===== src/rtl/serial_word_tx.sv =====
// serial_word_tx: word-to-serial MSB-first transmitter with idle gap; optional parity via SERIAL_WORD_TX_PARITY_EN
module serial_word_tx #(
    parameter int WIDTH = 3,
    parameter int GAP   = 2
) (
    input  logic             clk,
    input  logic             rst,
    input  logic [WIDTH-1:0] data_in,
    input  logic             data_valid,
    output logic             data_ready,
    output logic             sout,
    output logic             sout_valid,
    output logic             word_start,
    output logic             word_done,
    output logic             busy
);
`ifdef SERIAL_WORD_TX_PARITY_EN
    localparam int FRAME = WIDTH + 1;
`else
    localparam int FRAME = WIDTH;
`endif
    localparam int CW = $clog2(FRAME + 1);
    localparam int GW = GAP > 0 ? $clog2(GAP + 1) : 1;
    localparam logic [CW-1:0] CLAST = CW'(FRAME - 1);
    localparam logic [GW-1:0] GLAST = GW'(GAP > 0 ? GAP - 1 : 0);
    typedef enum logic [1:0] {S_IDLE, S_SHIFT, S_GAP} state_t;
    state_t state, state_n;
    logic [WIDTH-1:0] hold, hold_n;
    logic hold_full, hold_full_n;
    logic [FRAME-1:0] shifter, shifter_n, load_val;
    logic [CW-1:0] cnt, cnt_n;
    logic [GW-1:0] gcnt, gcnt_n;
    logic load, transfer;
`ifdef SERIAL_WORD_TX_PARITY_EN
    assign load_val = {hold, ^hold};
`else
    assign load_val = hold;
`endif
    assign transfer = data_valid && !hold_full;
    always_ff @(posedge clk) begin
        if (rst) begin
            state     <= S_IDLE;
            hold      <= '0;
            hold_full <= 1'b0;
            shifter   <= '0;
            cnt       <= '0;
            gcnt      <= '0;
        end else begin
            state     <= state_n;
            hold      <= hold_n;
            hold_full <= hold_full_n;
            shifter   <= shifter_n;
            cnt       <= cnt_n;
            gcnt      <= gcnt_n;
        end
    end
    always_comb begin
        state_n   = state;
        cnt_n     = cnt;
        gcnt_n    = gcnt;
        shifter_n = shifter;
        load      = 1'b0;
        case (state)
            S_IDLE: begin
                if (hold_full) begin
                    load    = 1'b1;
                    cnt_n   = '0;
                    state_n = S_SHIFT;
                end
            end
            S_SHIFT: begin
                shifter_n = {shifter[FRAME-2:0], 1'b0};
                cnt_n     = cnt + 1'b1;
                if (cnt == CLAST) begin
                    if (GAP > 0) begin
                        state_n = S_GAP;
                        gcnt_n  = '0;
                    end else if (hold_full) begin
                        load  = 1'b1;
                        cnt_n = '0;
                    end else begin
                        state_n = S_IDLE;
                    end
                end
            end
            S_GAP: begin
                if (gcnt == GLAST) begin
                    if (hold_full) begin
                        load    = 1'b1;
                        cnt_n   = '0;
                        state_n = S_SHIFT;
                    end else begin
                        state_n = S_IDLE;
                    end
                end else begin
                    gcnt_n = gcnt + 1'b1;
                end
            end
            default: state_n = S_IDLE;
        endcase
        if (load) shifter_n = load_val;
        hold_full_n = transfer || (hold_full && !load);
        hold_n      = transfer ? data_in : hold;
    end
    assign data_ready = !hold_full;
    assign sout       = state == S_SHIFT && shifter[FRAME-1];
    assign sout_valid = state == S_SHIFT;
    assign word_start = state == S_SHIFT && cnt == '0;
    assign word_done  = state == S_SHIFT && cnt == CLAST;
    assign busy       = state != S_IDLE || hold_full;
endmodule


===== config.mk =====
export PLATFORM = sky130hd
export DESIGN_NAME = serial_word_tx
export DESIGN_NICKNAME = d
export VERILOG_FILES = /design/src/rtl/serial_word_tx.sv
export SDC_FILE = /design/constraint.sdc
export NUM_CORES = 1
export LEC_CHECK = 0
export CAP_MARGIN = 20
export CORE_UTILIZATION = 43
export CTS_CLUSTER_SIZE = 25
export DETAILED_ROUTE_END_ITERATION = 10
export PLACE_DENSITY = 0.81
export REMOVE_ABC_BUFFERS = 1
export SYNTH_ARGS = -nofsm -noshare
export SYNTH_HDL_FRONTEND = slang
export SYNTH_SLANG_ARGS = --single-unit
export TNS_END_PERCENT = 30

===== constraint.sdc =====
create_clock -name clk -period 1.3 [get_ports clk]
set_input_delay 0.195 -clock clk [delete_from_list [all_inputs] [get_ports clk]]
set_output_delay 0.195 -clock clk [all_outputs]
set_load 0.005 [all_outputs]

==> flow_metrics.tcl, run 1 <==
set metrics [dict create \
    run_status "finished, violations left" \
    violations_in_the_final_reports "setup timing" \
    nets 106 \
    detail_route.iter0.violations 9 \
    timing.critical_path.to_type "primary output" \
    whs_path_depth 2 \
    slew_violations 0 \
    design.core.area_um2 1320 \
    final_util_pct 72.2 \
    crit-reg2reg-capture "shifter[0]" \
    worst-endpoint-arrival_ps 1160 \
    detailed_place_hpwl_um 975 \
    synth_area_per_cell_um2 9.16 \
    number_of_top_level_design_ports 12 \
    postSynth.asyncResetShare_pct 0 \
    commonest_non_fill_non_tap_cells_in_the_layout "buf_4, dfxtp_1, nand2_1" \
    first_global_vias 513 \
    placed_area_um2 822 \
    clock.fmax_mhz 741 \
    num_vias 566 \
    avgRoutedWirePerCell_um 13.2 \
    hold_path_startpoint "shifter[1]" \
    tritoncts "built" \
    h-tree-depth 1 \
    number_of_cells_traversed_by_the_worst_register_to_register_path 5 \
    maximum_number_of_pins_on_one_net_before_global_route_repair 9 \
    cts_num_sinks 13 \
    drt-vias-per-instance 5.10 \
    critPathRequiredTime_ps 1110 \
    fin_setup_tns_ps -66.4 \
    final_common_cell "buf_4" \
    synthesis.instances 68 \
    final_area_um2 951 \
    initial_utilization_pct 47.3 \
    design_power_total_uw 921 \
    syn_area_um2 623 \
    gp_congestion 0.832 \
    timing.final.crit_period_ps 1350 \
    wire_length_of_the_first_global_routing_pass_um 2150 \
    synth-edff-count 0 \
    minimum_setup_slack_after_placement_ps -166 \
    r2r_start "state[0]" \
    floorplan.rows 13 \
    layout_worst_path_cycle_share_pct 104 \
    ys_warn_count 0 \
    rsz_0062_raised_after_global_routing "true" \
    placement.io_buffers 11 \
    post_synth_num_cell_types 27 \
    clock-skew-final_ps 2.79 \
    power_density_nw_per_um2 968 \
    groute.usage.overall_pct 20.8 \
    slew_headroom_pct 82.2 \
    power.ir.vdd_worst_uv 580 \
    clk-insertion-delay-late_ps 270 \
    antenna_violations_before_repair 0 \
    synth.ff_latch_count 13 \
    dominantRegCellSynth "dfxtp_1" \
    crit_type "register to primary output" \
    placed_cells_incl_taps 103 \
    clk_pin_slew_ps 80 \
    die_height_um 40.1 \
    fin_worst_hold_slack_ps 479 \
    hold_violations 0 \
    clock-root-buffer "clkbuf_4" \
    timing.hold.worst_endpoint "shifter[1]" \
    drc_errors 0 \
    layout_setup_ws_ps -50.1 \
    diodes_inserted 0 \
    cap_viol_max_count 0 \
    fp.dieW_um 40.1 \
    route.final.wire_length_um 1470 \
    final_layout_size_suffix_gt1_share_pct 45.8 \
    cp_max_fanout 2 \
    grt.overflow.total 0 \
    number_of_buffers_added_by_the_clock_tree_synthesis_step 3 \
    area_delta_synth_final_pct 52.6 \
    setup_viol 2 \
    design.die.area_um2 1610 \
    antenna_left 0 \
    start_kind "register" \
    power.static_leakage_nw 0.398 \
    tightest_slew_ps 265 \
    sequential_to_total_area_share_from_yosys_stat_pct 41.8 \
    min-delay-path-class "register to register" \
    layoutNonFillerInstCount 111 \
    timing.reg2reg.setup_slack_ps 0 \
    detail_route.first_pass.iterations 4 \
    clock_tree.buffer_depth 2 \
]
state kept, by name, summed over array words and instances, names as in the netlist:
| name | cells |
|---|---|
| hold | 3 |
| shifter | 3 |
| cnt | 2 |
| gcnt | 2 |
| state | 2 |
| hold_full | 1 |
repair_timing:
action                     CTS  global route
pin swaps                    1             4
hold buffers                 0             0
setup buffers                1             3
setup endpoints to repair    6            12
gates resized for setup     24            21
area by class of cell:
type,count,area [µm²]
clock buffers,4,26.3
fillers,97,367
inverters,6,25.0
multi-input cells,48,397
flip-flops and latches,13,269
well taps,15,18.8
repair buffers,25,215
critical path, cell delays in order, from the launching register on:
cell	delay (ps)
dfxtp_2	340
inv_2	50
buf_6	120
ha_4	140
and2_4	130
buf_6	100
worst max path at each step:
stage,startpoint,endpoint,slack (ps)
global route,cnt[0],word_start,-100
finish,cnt[0],word_start,-50
CTS,cnt[0],word_start,-170
floorplan,gcnt[0],gcnt[0],70
global placement,cnt[0],word_start,-130
detailed placement,cnt[0],word_done,-170
power breakdown:
group / total [mW] / internal, mW / switching, mW / leakage (nW)
sequential: 0.438 / 0.423 / 0.0143 / 0.109
clock: 0.249 / 0.119 / 0.130 / 0.0150
combinational: 0.235 / 0.136 / 0.0990 / 0.275
routing by layer:
metal  global-route usage [%]  up-vias  routed length [µm]
met5                        0        -                   0
met2                     35.9        7                 778
met3                     5.00        0                  30
met4                     10.3        0                   0
li1                         -      291                   -
met1                     23.6      268                 657
cells in the mapped netlist, types with 2 or more instances:
cell type | instances | area [µm²]
a31oi_1 | 2 | 12.5
mux2i_1 | 3 | 30.0
nor2_1 | 6 | 22.5
dfxtp_1 | 13 | 260
ha_1 | 3 | 37.5
o31ai_1 | 2 | 15.0
o211ai_1 | 3 | 22.5
inv_1 | 5 | 18.8
nand2b_1 | 2 | 12.5
a21oi_1 | 5 | 25.0
nand2_1 | 7 | 26.3
and2_1 | 2 | 12.5
cells by family after synthesis:
family / count (synthesis) / share of synthesized area, %
AND/OR/NAND/NOR: 24 / 22.3
multiplexers: 3 / 4.82
adder cells (fa/ha/maj): 3 / 6.02
AO/OA/AOI/OAI: 18 / 20.7
buffers and inverters: 7 / 4.42
flip-flops: 13 / 41.8
Power figures use the tool's default switching activity.
==> run 2: changes to the inputs <==
Settings changed: TNS_END_PERCENT 30 to unset.
==> run 2 against run 1 <==
Compared with the run above:
- the run still ends with setup timing left
- sequential power hardly changed
- critical path depth unchanged
- core utilization down 1.0 points
- first-iteration DRC count shrank 11%
- clock skew is essentially flat
- via count decreased by 0.53%
- register-to-register slack improved by 30 ps
- critical path type unchanged
- critical endpoint unchanged
- largest power group unchanged
- highest routed layer unchanged
==> flow_metrics.tcl, run 2 (same netlist as run 1, synthesis figures left out) <==
set metrics [dict create \
    run_status "finished, violations left" \
    violations_in_the_final_reports "setup timing" \
    design.die.area_um2 1610 \
    avgRoutedWirePerCell_um 12.9 \
    number_of_buffers_added_by_the_clock_tree_synthesis_step 3 \
    placed_cells_incl_taps 103 \
    cap_viol_max_count 0 \
    cp_max_fanout 2 \
    clock-root-buffer "clkbuf_4" \
    whs_path_depth 2 \
    h-tree-depth 1 \
    detail_route.iter0.violations 8 \
    clock.fmax_mhz 737 \
    crit-reg2reg-capture "shifter[0]" \
    number_of_top_level_design_ports 12 \
    floorplan.rows 13 \
    detail_route.first_pass.iterations 5 \
    layout_worst_path_cycle_share_pct 104 \
    number_of_cells_traversed_by_the_worst_register_to_register_path 5 \
    maximum_number_of_pins_on_one_net_before_global_route_repair 9 \
    hold_violations 0 \
    die_height_um 40.1 \
    clk_pin_slew_ps 80 \
    cts_num_sinks 13 \
    nets 105 \
    start_kind "register" \
    route.final.wire_length_um 1420 \
    setup_viol 2 \
    ff_latch_area_um2 269 \
    detailed_place_hpwl_um 975 \
    antenna_left 0 \
    clock-skew-final_ps 2.33 \
    drc_errors 0 \
    fp.dieW_um 40.1 \
    slew_headroom_pct 82.0 \
    layout_top_registers "hold: 3 flops, shifter: 3 flops" \
    area_delta_synth_final_pct 50.4 \
    power.ir.vdd_worst_uv 581 \
    placement.io_buffers 11 \
    power_density_nw_per_um2 987 \
    tightest_slew_ps 268 \
    final_common_cell "buf_4" \
    timing.final.crit_period_ps 1360 \
    wire_length_of_the_first_global_routing_pass_um 2170 \
    groute.usage.overall_pct 20.9 \
    power.static_leakage_nw 0.382 \
    tritoncts "built" \
    grt.overflow.total 0 \
    design.core.area_um2 1320 \
    timing.critical_path.to_type "primary output" \
    timing.hold.worst_endpoint "shifter[1]" \
    min-delay-path-class "register to register" \
    r2r_start "state[0]" \
    final_layout_size_suffix_gt1_share_pct 45.3 \
    fin_setup_tns_ps -57.9 \
    fin_worst_hold_slack_ps 478 \
    crit_type "register to primary output" \
    initial_utilization_pct 47.3 \
    critPathRequiredTime_ps 1110 \
    num_vias 563 \
    multi_input_comb_area_um2 387 \
    drt-vias-per-instance 5.12 \
    layoutNonFillerInstCount 110 \
    slew_violations 0 \
    timing.reg2reg.setup_slack_ps 30 \
    worst-endpoint-arrival_ps 1160 \
    first_global_vias 525 \
    layout_setup_ws_ps -57.5 \
    diodes_inserted 0 \
    nFillCells 104 \
    commonest_non_fill_non_tap_cells_in_the_layout "buf_4, dfxtp_1, nand2_1, buf_6" \
    hold_path_startpoint "shifter[1]" \
    clk-insertion-delay-late_ps 270 \
    gp_congestion 0.832 \
    antenna_violations_before_repair 0 \
    rsz_0062_raised_after_global_routing "true" \
    clock_tree.buffer_depth 2 \
]
-- run 2: layout make-up --
type	count	area share (%)
multi-input combinational	48	41.3
clock buffer	4	2.80
inverter	6	2.67
timing repair buffer	24	22.6
sequential	13	28.7
tap	15	2.00
-- run 2: layer usage --
layer | routed length (µm) | track usage [%] | vias to the layer above | part of all wire (%)
li1 | - | - | 290 | -
met1 | 637 | 24.0 | 262 | 45
met2 | 742 | 35.9 | 11 | 52
met3 | 40 | 5.00 | 0 | 2.8
met4 | 0 | 10.3 | 0 | 0
met5 | 0 | 0 | - | 0
-- run 2: worst max path at each step --
stage / from / to / slack [ps] / cells after the start
2_1_floorplan: gcnt[0] / gcnt[0] / 70 / 4
3_3_place_gp: cnt[0] / word_start / -130 / 5
3_5_place_dp: cnt[0] / word_done / -170 / 5
4_1_cts: cnt[0] / word_start / -70 / 5
5_1_grt: cnt[0] / word_start / -110 / 5
6_report: cnt[0] / word_start / -60 / 5
-- run 2: critical path, stage by stage, from the launching register on --
cell	delay, ps
dfxtp_2	350
inv_2	60
buf_6	110
ha_4	140
and2_4	130
buf_6	100
-- run 2: metrics by stage --
stage | util (%) | instance area, µm² | power, mW | worst slack, ps
3_5_place_dp | 62.4 | 822 | 0.630 | -166
2_1_floorplan | - | 618 | 0.527 | 72.2
5_1_grt | 71.1 | 937 | 0.974 | -109
4_1_cts | 66.4 | 875 | 0.888 | -65.3
3_3_place_gp | 62.4 | 822 | 0.624 | -127
6_report | 71.1 | 937 | 0.925 | -57.5
-- run 2: power breakdown --
group | internal, mW | switching [mW]
Clock | 0.119 | 0.135
Sequential | 0.423 | 0.0139
Combinational | 0.137 | 0.0973
-- run 2: repair_timing --
action / in CTS / in global routing
setup endpoints to repair: 6 / 12
pin swaps: 1 / 2
endpoints found under the hold margin: 0 / 0
hold buffers: 0 / 0
resized for setup: 33 / 14
buffers inserted: 2 / 1
